[src/rtl/perf_pkg.sv]
// rtl/perf_pkg.sv - shared types and event indices for the performance monitor
package perf_pkg;

    typedef enum logic [2:0] {
        IDLE,
        RUN,
        DRAIN,
        DUMP,
        DONE
    } perf_state_e;

    localparam int EV_CYCLE  = 0;
    localparam int EV_RETIRE = 1;
    localparam int EV_STALL  = 2;
    localparam int EV_FLUSH  = 3;
    localparam int EV_BRANCH = 4;

endpackage

[src/rtl/sat_counter.sv]
// rtl/sat_counter.sv - saturating event counter with overflow-attempt pulse
module sat_counter #(
    parameter int CNT_W = 32
) (
    input  logic             clk,
    input  logic             reset,
    input  logic             clear,
    input  logic             enable,
    output logic [CNT_W-1:0] count,
    output logic             ovf_pulse
);

    logic at_max;

    assign at_max    = &count;
    assign ovf_pulse = enable && at_max && !clear;

    always_ff @(posedge clk or posedge reset) begin
        if (reset) begin
            count <= '0;
        end else if (clear) begin
            count <= '0;
        end else if (enable && !at_max) begin
            count <= count + CNT_W'(1);
        end
    end

endmodule

[src/rtl/perf_monitor.sv]
// rtl/perf_monitor.sv - cycle/event counters with drain window and valid/ready dump
module perf_monitor
    import perf_pkg::*;
#(
    parameter int  NUM_EVENTS   = 4,
    parameter int  CNT_W        = 32,
    parameter int  DRAIN_CYCLES = 5,
    localparam int IDX_W        = $clog2(NUM_EVENTS + 1)
) (
    input  logic                  clk,
    input  logic                  reset,
    input  logic                  start,
    input  logic                  clear,
    input  logic                  end_program,
    input  logic [NUM_EVENTS-1:0] event_in,
    input  logic [IDX_W-1:0]      rd_addr,
    output logic [CNT_W-1:0]      rd_data,
    output logic                  dump_valid,
    input  logic                  dump_ready,
    output logic [CNT_W-1:0]      dump_data,
    output logic [IDX_W-1:0]      dump_idx,
    output logic                  dump_last,
    output logic                  busy,
    output logic                  done,
    output logic [NUM_EVENTS:0]   ovf
);

    localparam int NUM_CNT = NUM_EVENTS + 1;
    localparam int DRAIN_W = $clog2(DRAIN_CYCLES + 2);
    localparam logic [DRAIN_W-1:0] DRAIN_LAST =
        DRAIN_W'((DRAIN_CYCLES > 0) ? DRAIN_CYCLES - 1 : 0);
    localparam logic [IDX_W-1:0] LAST_IDX = IDX_W'(NUM_EVENTS);

    perf_state_e        state, state_nxt;
    logic [DRAIN_W-1:0] drain_cnt;
    logic [CNT_W-1:0]   cnt [NUM_CNT];
    logic [NUM_CNT-1:0] ovf_hit;
    logic [CNT_W-1:0]   dump_word;
    logic               count_en;

    for (genvar k = 0; k < NUM_CNT; k++) begin : g_cnt
        logic en;
        if (k == EV_CYCLE) begin : g_cycle
            assign en = count_en;
        end else begin : g_event
            assign en = count_en && event_in[k-1];
        end
        sat_counter #(.CNT_W(CNT_W)) u_cnt (
            .clk       (clk),
            .reset     (reset),
            .clear     (clear),
            .enable    (en),
            .count     (cnt[k]),
            .ovf_pulse (ovf_hit[k])
        );
    end

    always_ff @(posedge clk or posedge reset) begin
        if (reset) begin
            state <= IDLE;
        end else begin
            state <= state_nxt;
        end
    end

    always_comb begin
        state_nxt = state;
        if (clear) begin
            state_nxt = IDLE;
        end else begin
            case (state)
                IDLE:    if (start) state_nxt = RUN;
                RUN:     if (end_program) state_nxt = (DRAIN_CYCLES == 0) ? DUMP : DRAIN;
                DRAIN:   if (drain_cnt == DRAIN_LAST) state_nxt = DUMP;
                DUMP:    if (dump_ready && dump_idx == LAST_IDX) state_nxt = DONE;
                DONE:    state_nxt = DONE;
                default: state_nxt = IDLE;
            endcase
        end
    end

    always_comb begin
        count_en   = 1'b0;
        dump_valid = 1'b0;
        busy       = 1'b0;
        done       = 1'b0;
        case (state)
            RUN, DRAIN: begin
                count_en = 1'b1;
                busy     = 1'b1;
            end
            DUMP: begin
                dump_valid = 1'b1;
                busy       = 1'b1;
            end
            DONE:    done = 1'b1;
            default: ;
        endcase
    end

    // drain_cnt counts DRAIN cycles already spent; it idles at zero elsewhere
    always_ff @(posedge clk or posedge reset) begin
        if (reset) begin
            drain_cnt <= '0;
        end else if (clear || state != DRAIN) begin
            drain_cnt <= '0;
        end else begin
            drain_cnt <= drain_cnt + DRAIN_W'(1);
        end
    end

    always_ff @(posedge clk or posedge reset) begin
        if (reset) begin
            dump_idx <= '0;
        end else if (clear) begin
            dump_idx <= '0;
        end else if (dump_valid && dump_ready && !dump_last) begin
            dump_idx <= dump_idx + IDX_W'(1);
        end
    end

    always_ff @(posedge clk or posedge reset) begin
        if (reset) begin
            ovf <= '0;
        end else if (clear) begin
            ovf <= '0;
        end else begin
            ovf <= ovf | ovf_hit;
        end
    end

    // Index compare instead of direct array select keeps out-of-range addresses at zero
    always_comb begin
        rd_data   = '0;
        dump_word = '0;
        for (int k = 0; k < NUM_CNT; k++) begin
            if (rd_addr == IDX_W'(k)) rd_data = cnt[k];
            if (dump_idx == IDX_W'(k)) dump_word = cnt[k];
        end
    end

    assign dump_data = dump_valid ? dump_word : '0;
    assign dump_last = dump_valid && (dump_idx == LAST_IDX);

endmodule

[config.mk]
export PLATFORM = sky130hd
export DESIGN_NAME = perf_monitor
export DESIGN_NICKNAME = d
export VERILOG_FILES = /design/src/rtl/perf_pkg.sv /design/src/rtl/sat_counter.sv /design/src/rtl/perf_monitor.sv
export SDC_FILE = /design/constraint.sdc
export NUM_CORES = 1
export LEC_CHECK = 0
export CAP_MARGIN = 10
export CORE_MARGIN = 1
export CORE_UTILIZATION = 55
export DETAILED_ROUTE_END_ITERATION = 8
export PLACE_DENSITY = 0.78
export SYNTH_ARGS = -nofsm -noshare
export SYNTH_HDL_FRONTEND = slang
export SYNTH_SLANG_ARGS = --single-unit
[constraint.sdc]
create_clock -name clk -period 7.36 [get_ports clk]
set_input_delay 1.104 -clock clk [delete_from_list [all_inputs] [get_ports clk]]
set_output_delay 1.104 -clock clk [all_outputs]
set_load 0.02 [all_outputs]
After elaboration in Yosys (flattened, before gate mapping)
Index checks and enable logic that the tools add are counted.
{ "totals": {"in_bits": 13, "out_inout_bits": 76, "reg_bits": 174} }
{ "classes": {"bitwise": 1, "n_reduce_logical": 48, "mux": 35, "n_addsub": 7, "n_eq_ne": 18} }
{ "op_table": {"columns": ["operator", "count"], "rows": [
  ["32-bit 2-to-1 mux", 21],
  ["32-bit by 1-bit adder with 32-bit output, second input constant", 5],
  ["32-bit AND reduction", 5],
  ["3-bit 2-to-1 mux", 8],
  ["1-bit logical AND", 23],
  ["3-bit by 2-bit equality test with 1-bit output, second input constant", 6],
  ["3-bit case mux with 5 select lines", 1],
  ["3-bit equality test, second input constant", 4],
  ["3-bit inequality test, second input constant", 4],
  ["2-bit nonzero test", 6],
  ["3-bit by 1-bit equality test with 1-bit output, second input constant", 3],
  ["3-bit zero test", 3],
  ["1-bit zero test", 7],
  ["3-bit by 1-bit adder with 3-bit output, second input constant", 2],
  ["5-bit 2-to-1 mux", 1],
  ["5-bit bitwise OR", 1],
  ["1-bit 2-to-1 mux", 4],
  ["4-bit AND reduction", 1],
  ["3-bit by 2-bit inequality test with 1-bit output, second input constant", 1],
  ["3-bit OR reduction", 1],
  ["2-bit OR reduction", 1],
  ["1-bit logical OR", 1]
]} }

Longest topological paths before layout
Gate-level depths: netlist (run 1).
{ "depth": {"ltp_word": 8, "depth_mapped": 9, "mapped_depth_nobuf": 7} }

Modules after synthesis
From an unflattened synthesis (run 1), not the netlist that was laid out.
{ "hier_totals": {"cells_unflattened": 1510, "hier_area_um2": 12692.2} }
{ "by_module_without_submodules": {"columns": ["mod", "seq_area_each_um2", "area_each_um2", "cells_per_inst", "instances"], "rows": [
  ["sat_counter", 800.8, 1846.8, 198, 5],
  ["perf_monitor", 350.3, 3458.3, 520, 1]
]} }

Worst setup path before layout (run 1)
Ideal clock, no wire load.
{ "synth_path": {"path_type": "input port to output port", "start": "input rd_addr[0]", "end": "output rd_data[24]", "arrival_ns": 2.644, "path_buffers": 2, "required_ns": 6.256, "setup_slack_ns": 3.612, "stages": 5, "cell_sequence": "buf_1 > clkbuf_1 > mux4_2 > inv_1 > o21ai_0"} }
{ "synth_between": {"elab_chain_cells": 6} }
{ "synth_lines": {"columns": ["element", "line_no", "source"], "rows": [
  ["start: declaration", "perf_monitor.sv:16", "input logic [IDX_W-1:0] rd_addr,"],
  ["3-bit zero test", "perf_monitor.sv:137", "if (rd_addr == IDX_W'(k)) rd_data = cnt[k];"],
  ["32-bit 2-to-1 mux (4 in a row)", "perf_monitor.sv:137", null],
  ["32-bit 2-to-1 mux *", "perf_monitor.sv:137", null],
  ["end: declaration", "perf_monitor.sv:17", "output logic [CNT_W-1:0] rd_data,"]
]} }
Mark *: on every way between the ends. The rest lies on a longest branch, timed or not.

Worst setup path after layout (run 1)
{ "layout_path": {"start": "input rd_addr[1]", "end": "output rd_data[11]"} }
Same word-level chain as after synthesis.

==> out/metrics.yaml, run 1 <==
status:
  run_status: "finished, final reports clean"
synth:
  synth_area_per_cell_um2: 8.11
  postSynth.asyncResetShare_pct: 100
  yosys_register_bits: 174
  synthCells: 1501
  netlist_area_mm2: 0.0122
  synth-seq-area-share_pct: 35.8
  yosys_warnings: 0
  synth_enable_flop_cells: 0
  ys_top_cells_by_area: "dfrtp_1 36%, a21oi_1 8.4%, o21ai_0 4.3%, nor2_1 4.2%, or3_1 3.2%"
  synth_top_area_cell: "dfrtp_1"
  synth_top_area_share_pct: 35.8
  ys.flop_type: "dfrtp_1"
  synth_nets: 1526
  synth.distinct_cells: 63
finish:
  n_antenna_cell: 0
  drive_gt1_share_pct: 6.71
  final_cell_mix: "205 x a21oi_1, 174 x dfrtp_1, 137 x nor2_1, 104 x o21ai_0, 86 x clkdlybuf4s50_1"
  area_delta_synth_final_pct: 12.8
  fillers: 1902
  layout_commonest_cell: "a21oi_1"
  nNetsFinal: 1532
  fin_util_pct: 63.1
pwr:
  pwr-share-comb_pct: 16.0
  p_sw_uw: 764
  power_frac_seq_pct: 42.3
  power_density_mw_per_mm2: 177
  internal-power_uw: 1660
  leakage_uw: 0.00473
  ir_drop_uv: 154
  p_clk_share_pct: 41.7
  total_power_uw: 2430
  swShare_pct: 31.5
cts:
  htree_num_levels: 4
  ctsLongestPathBuffers: 2
  tritoncts: "built"
  cts_resized: 0
  clock_latency_ps: 460
  numCtsBuffers: 17
  cts_sinks: 174
  hold_buffers: 0
  post_cts_buffers: 0
  clk_pin_slew_ps: 80
  cts-root-buf: "clkbuf_16"
timing:
  finClkSkew_ps: 10.5
  setup_viol: 0
  finalCritPeriodShare_pct: 73.2
  holdWs_ps: 468
  timing.setup.tns_ps: 0
  hold_violations: 0
  fin_crit_ps: 5380
  drv_slew: 0
  rsz0062_at_grt: "false"
  tightest_slew_ps: 1260
  fmax_mhz: 186
  relSlewSlack_pct: 15.6
global_route:
  grt_max_degree: 77
  grt_use_total_pct: 36.4
  grt_pass1_wl_um: 63000
  antenna_found_initial: 1
  grt_pass1_vias: 11252
  grt.overflow.total: 0
die:
  initial_core_util_pct: 55.9
  die_height_um: 151
  core_mm2: 0.0218
  die_width_um: 151
  rows: 54
  dieArea_mm2: 0.0227
  io_pins: 89
drt:
  drc_errors: 0
  drt_iter0_markers: 1545
  ant_nets: 0
  avgRoutedWirePerCell_um: 22.7
  drt_first_pass_iters: 9
  routed_via_density: 7.06
  wirelength_um: 40700
  vias: 12698
critical_path:
  critPathKind: "in2out"
  crit_arrival_ps: 4280
  cp.required_ps: 6260
  worst-path-max-fanout: 35
  worst_setup_path_start_kind: "primary input"
  critical_path.endpoint_type: "output pin"
place:
  gp_congestion: 0.978
  io_buffer_count: 88
  hpwl_um: 28400
run:
  drv_cap: 0
worst_hold_path:
  min_path_type: "reg2reg"
[state kept, by name, indices dropped and copies added (netlist names)]
name,flops
ovf,5
state,3
drain_cnt,3
g_cnt.u_cnt.count,160
dump_idx,3
[layer usage]
layer	global-route usage (%)	share of wire [%]	vias to the layer above
met2	56.4	46	748
met3	6.33	9.1	128
met5	0	0	-
met1	49.6	40	6116
li1	-	-	5706
met4	16.6	4.9	0
[worst max-delay path, cell delays in order]
cell and delay (ps):
clkdlybuf4s50_1 470, buf_4 360, nor2b_1 1040, buf_4 370, a22oi_1 100, o22ai_1 190
clkdlybuf4s50_1 630
[power groups by stage]
stage	clock, µW	combinational (µW)	sequential, µW
6_report	1010	389	1030
5_1_grt	1050	422	1030
4_1_cts	1020	383	1020
3_5_place_dp	0	381	1040
3_3_place_gp	0	374	1040
2_1_floorplan	0	289	1010
[cell type report]
class                   instances  area (µm²)  share of cell area, %
clock buffers                  17         425                   3.10
clock inverters                14         208                   1.51
inverters                      39         151                   1.10
multi-input cells            1168        7220                   52.6
flip-flops and latches        174        4350                   31.7
well taps                     280         350                   2.55
repair buffers                107        1020                   7.46
[kinds of logic after synthesis]
group / synth area share (%)
fa+ha+maj: 1.23
simple gates: 27.2
mux: 5.10
buf+inv: 5.11
xor+xnor: 2.17
compound gates: 23.5
flops: 35.8
[synth_stat cells (22+ instances only)]
master / n
mux2i_1: 26
nand2_1: 76
o21ai_0: 104
nand3_1: 55
nor2b_1: 22
dfrtp_1: 174
or3_1: 63
nand4_1: 54
or4_1: 51
a221oi_1: 32
nor2_1: 137
inv_1: 39
nor3_1: 46
a21oi_1: 205
a22oi_1: 23
o22ai_1: 24
clkbuf_1: 104
o31ai_1: 50
[per-stage QoR]
| step | instance area, µm² | worst slack [ps] | instances |
|---|---|---|---|
| after global placement | 13100 | 2180 | 1766 |
| after CTS | 13700 | 2080 | 1797 |
| final | 13700 | 1980 | 1799 |
| after floorplan | 12200 | 1540 | 1501 |
| after detailed placement | 13100 | 2080 | 1766 |
| after global routing | 13700 | 1920 | 1799 |
[path summary, 6_finish.rpt]
path / start / end / slack, ps / depth (start not counted)
setup / recovery: rd_addr[1] / rd_data[11] / 1980 / 7
hold / removal: drain_cnt[0] / drain_cnt[0] / 470 / 1
setup reg to reg: g_cnt[4].u_cnt.count[0] / g_cnt[4].u_cnt.count[6] / 4170 / 6
hold reg to reg: drain_cnt[0] / drain_cnt[0] / 470 / 1
max in group asynchronous: reset / g_cnt[3].u_cnt.count[20] / 5030 / 3
min in group asynchronous: reset / state[1] / 1100 / 2
Power figures use the tool's default switching activity.
==> run 2, diff against run 1 <==
- CORE_UTILIZATION: 55 -> 54
- PLACE_DENSITY: 0.78 -> 0.79
- clock period: 7.36 -> 4.9 ns (I/O delays scaled with it)
==> run 2 against run 1 <==
Net effect: the run now ends with DRC left; non-clock buffer count up 5; via count down 0.80%; die area up 1.8%; worst hold slack worse by 3.9 ps; clock skew about the same; wire length down 3.6%; power up 42%; final area down 0.14%; combinational power up 52%.
==> out/metrics.yaml, run 2 (same netlist as run 1, synthesis figures left out) <==
status:
  run_status: "finished, violations left"
  violations: "DRC"
cts:
  cts-root-buf: "clkbuf_16"
  cts_resized: 0
  cts_sinks: 174
  clock_latency_ps: 450
  clk_pin_slew_ps: 70
  tritoncts: "built"
  numCtsBuffers: 17
  post_cts_buffers: 0
  ctsLongestPathBuffers: 2
  htree_num_levels: 4
  hold_buffers: 0
finish:
  drive_gt1_share_pct: 7.21
  top_register: "g_cnt.u_cnt.count"
  nNetsFinal: 1537
  area_delta_synth_final_pct: 12.7
  layout_commonest_cell: "a21oi_1"
  final_cell_mix: "205 x a21oi_1, 174 x dfrtp_1, 137 x nor2_1, 104 x o21ai_0, 86 x clkdlybuf4s50_1"
  reg.largest.list: "g_cnt.u_cnt.count (160), ovf (5)"
  largest_reg_flops: 160
  n_antenna_cell: 0
die:
  rows: 54
  dieArea_mm2: 0.0231
  die_height_um: 152
  io_pins: 89
  die_width_um: 152
  initial_core_util_pct: 55.4
  core_mm2: 0.0220
pwr:
  total_power_uw: 3450
  p_sw_uw: 1110
  swShare_pct: 32.3
  ir_drop_uv: 225
  leakage_uw: 0.00472
  p_clk_share_pct: 38.2
  internal-power_uw: 2340
  power_density_mw_per_mm2: 252
  power_frac_seq_pct: 44.6
  pwr-share-comb_pct: 17.2
critical_path:
  cp.required_ps: 4160
  critPathKind: "in2out"
  worst_setup_path_start_kind: "primary input"
  worst-path-max-fanout: 16
  crit_arrival_ps: 3450
  critical_path.endpoint_type: "output pin"
global_route:
  antenna_found_initial: 0
  grt.overflow.total: 0
  grt_max_degree: 175
  grt_pass1_wl_um: 62900
  grt_pass1_vias: 11437
  grt_use_total_pct: 34.3
drt:
  routed_via_density: 6.98
  avgRoutedWirePerCell_um: 21.8
  wirelength_um: 39300
  drt_iter0_markers: 1597
  ant_nets: 0
  drc_errors: 15
  vias: 12597
  drt_first_pass_iters: 9
place:
  io_buffer_count: 88
  hpwl_um: 27700
  gp_congestion: 0.971
worst_hold_path:
  min_path_type: "reg2reg"
timing:
  timing.setup.tns_ps: 0
  tightest_slew_ps: 1140
  finClkSkew_ps: 10.7
  fin_crit_ps: 4190
  hold_violations: 0
  setup_viol: 0
  rsz0062_at_grt: "false"
  drv_slew: 0
  relSlewSlack_pct: 23.1
  fmax_mhz: 239
  finalCritPeriodShare_pct: 85.5
run:
  drv_cap: 0
==> run 2: critical path: stages <==
cell	delay, ps
clkdlybuf4s50_1	690
buf_4	330
nor2b_2	410
buf_4	340
a22oi_1	100
o22ai_1	180
clkdlybuf4s50_1	650
==> run 2: final cells by class <==
cell class / count / area, µm²
clock inverter: 13 / 103
multi-input combinational: 1168 / 7220
timing repair buffer: 112 / 1080
inverter: 39 / 150
fill: 1901 / 8240
tap: 280 / 350
clock buffer: 19 / 453
sequential: 174 / 4350
==> run 2: per-stage QoR <==
step                cells  setup slack, ps  utilization (%)  hold WS (ps)  area (µm²)
finish               1805              711             62.5           465       13700
global route         1805              608             62.5           477       13700
CTS                  1804              772             62.4           464       13700
detailed placement   1772              783             59.9           454       13200
global placement     1772              851             59.9           447       13200
floorplan            1501             1890                -           430       12200
==> run 2: power groups by stage <==
stage,Combinational [µW],Sequential (µW),Clock [µW]
2_1_floorplan,434,1520,0
3_3_place_gp,566,1560,0
3_5_place_dp,576,1560,0
4_1_cts,580,1540,1330
5_1_grt,645,1540,1380
6_report,592,1540,1320
==> run 2: worst paths after layout <==
path / from / end / slack [ps] / cells after the start
max: rd_addr[2] / rd_data[2] / 710 / 7
min: drain_cnt[0] / drain_cnt[0] / 460 / 1
max reg2reg: g_cnt[4].u_cnt.count[0] / g_cnt[4].u_cnt.count[6] / 1630 / 6
min reg2reg: drain_cnt[0] / drain_cnt[0] / 460 / 1
max in group asynchronous: reset / g_cnt[3].u_cnt.count[3] / 3260 / 3
min in group asynchronous: reset / drain_cnt[1] / 870 / 3
==> run 2: per-layer routing <==
| metal | share of wire, % | GRT usage (%) |
|---|---|---|
| met5 | 0 | 0 |
| met4 | 5.3 | 19.6 |
| met3 | 8.4 | 5.06 |
| met2 | 45 | 52.8 |
| met1 | 41 | 46.4 |
==> run 3, diff against run 2 <==
- PLACE_DENSITY: 0.79 -> 0.87
==> run 3 against run 2 <==
Net effect: count of clock-buffer cells in the layout up 3; the flow still finishes with violations (DRC); clock power up 8%; fmax down 2.9%; sequential share of layout area down 0.084 points; register-to-register slack better by 250 ps.
==> out/metrics.yaml, run 3 (same netlist as run 1, synthesis figures left out) <==
status:
  run_status: "finished, violations left"
  violations: "DRC"
critical_path:
  worst_r2r_path_depth: 6
  crit_chain: "nand3b_1, inv_1, o21ai_0, a21oi_1, clkdlybuf4s50_1"
  cp.required_ps: 4160
  r2r_end: "g_cnt[4].u_cnt.count[6]"
  rr_startpoint: "g_cnt[4].u_cnt.count[0]"
  cp-startpoint: "state[2]"
  crit_arrival_ps: 3580
  rrSetupSlack_ps: 1880
  slowest_stage: "inv_1"
  crit_buf_inv: 2
  critical-path-top-delay-family: "buffers and inverters"
  critPathKind: "reg2out"
  critical_path.endpoint_type: "output pin"
  worst-path-max-fanout: 26
  worst_setup_path_start_kind: "flop"
  cpPeakStageDelay_ps: 820
finish:
  n_antenna_cell: 0
  drive_gt1_share_pct: 6.89
  reg.largest.list: "g_cnt.u_cnt.count (160), ovf (5)"
  fin_util_pct: 62.6
  top_register: "g_cnt.u_cnt.count"
  fillers: 1872
  nNetsFinal: 1537
  fin_area_mm2: 0.0138
  area_delta_synth_final_pct: 13.0
  largest_reg_flops: 160
  final_cell_mix: "205 x a21oi_1, 174 x dfrtp_1, 137 x nor2_1, 104 x o21ai_0, 86 x clkdlybuf4s50_1"
  layout_commonest_cell: "a21oi_1"
cts:
  numCtsBuffers: 17
  htree_num_levels: 4
  clock_latency_ps: 440
  tritoncts: "built"
  cts-root-buf: "clkbuf_16"
  cts_resized: 0
  hold_buffers: 0
  ctsLongestPathBuffers: 2
  cts_sinks: 174
  post_cts_buffers: 0
  clk_pin_slew_ps: 70
global_route:
  grt_use_total_pct: 34.3
  grt_max_degree: 125
  grt_pass1_vias: 11801
  grt_pass1_wl_um: 63300
  grt.overflow.total: 0
  antenna_found_initial: 0
timing:
  setup_viol: 0
  finClkSkew_ps: 10.3
  drv_slew: 0
  tightest_slew_ps: 1140
  rsz0062_at_grt: "false"
  relSlewSlack_pct: 23.1
  fmax_mhz: 232
  timing.setup.tns_ps: 0
  fin_crit_ps: 4310
  finalCritPeriodShare_pct: 88.0
  hold_violations: 0
die:
  io_pins: 89
  initial_core_util_pct: 55.4
  dieArea_mm2: 0.0231
  rows: 54
  die_width_um: 152
  die_height_um: 152
  core_mm2: 0.0220
place:
  io_buffer_count: 88
  hpwl_um: 27400
  gp_congestion: 1.00
  place_area_mm2: 0.0131
drt:
  wirelength_um: 39400
  routed_via_density: 7.14
  drt_iter0_markers: 1690
  drc_errors: 14
  avgRoutedWirePerCell_um: 21.8
  vias: 12883
  ant_nets: 0
  drt_first_pass_iters: 9
pwr:
  total_power_uw: 3580
  leakage_uw: 0.00474
  power_density_mw_per_mm2: 260
  ir_drop_uv: 278
run:
  drv_cap: 0
worst_hold_path:
  min_path_type: "reg2reg"
  whs_path_depth: 1
  worst_hold_startpoint: "drain_cnt[0]"
  holdPathEnd: "drain_cnt[0]"
## run 3: report_power, final
| group | total, µW | switching (µW) | internal [µW] |
|---|---|---|---|
| Sequential | 1540 | 71.3 | 1470 |
| Combinational | 613 | 427 | 185 |
| Clock | 1430 | 586 | 841 |
| Total | 3580 | 1080 | 2490 |
## run 3: layout make-up
class / instances / area, µm² / share of cell area, %
well taps: 280 / 350 / 2.55
inverters: 39 / 150 / 1.09
multi-input cells: 1168 / 7220 / 52.5
flip-flops and latches: 174 / 4350 / 31.7
clock inverters: 9 / 135 / 0.983
clock buffers: 22 / 474 / 3.45
repair buffers: 112 / 1070 / 7.76
## run 3: per-stage QoR
step                std cells  worst slack (ps)  hold WS (ps)
floorplan                1501              1890           430
global placement         1772              1120           442
detailed placement       1772              1090           461
CTS                      1803               769           468
global route             1804               586           485
finish                   1804               586           460
## run 3: worst register-to-register path, delay by kind of cell, from the launching register on
kind          cells  cell delay (ps)
flops             1              470
mux               1              310
fa+ha+maj         1              240
simple gates      4             1900
## run 3: layer usage
| metal | track usage [%] | up-vias | share of wire (%) |
|---|---|---|---|
| li1 | - | 5724 | - |
| met3 | 6.26 | 160 | 11 |
| met4 | 20.1 | 0 | 5.6 |
| met5 | 0 | - | 0 |
| met2 | 52.2 | 880 | 45 |
| met1 | 45.9 | 6119 | 39 |
## run 3: worst max-delay path by stage
stage                    endpoint  cells past startpoint
finish              dump_data[15]                      5
floorplan             rd_data[24]                      5
global placement      rd_data[15]                      6
global route        dump_data[29]                      6
detailed placement    rd_data[15]                      6
CTS                 dump_data[20]                      5
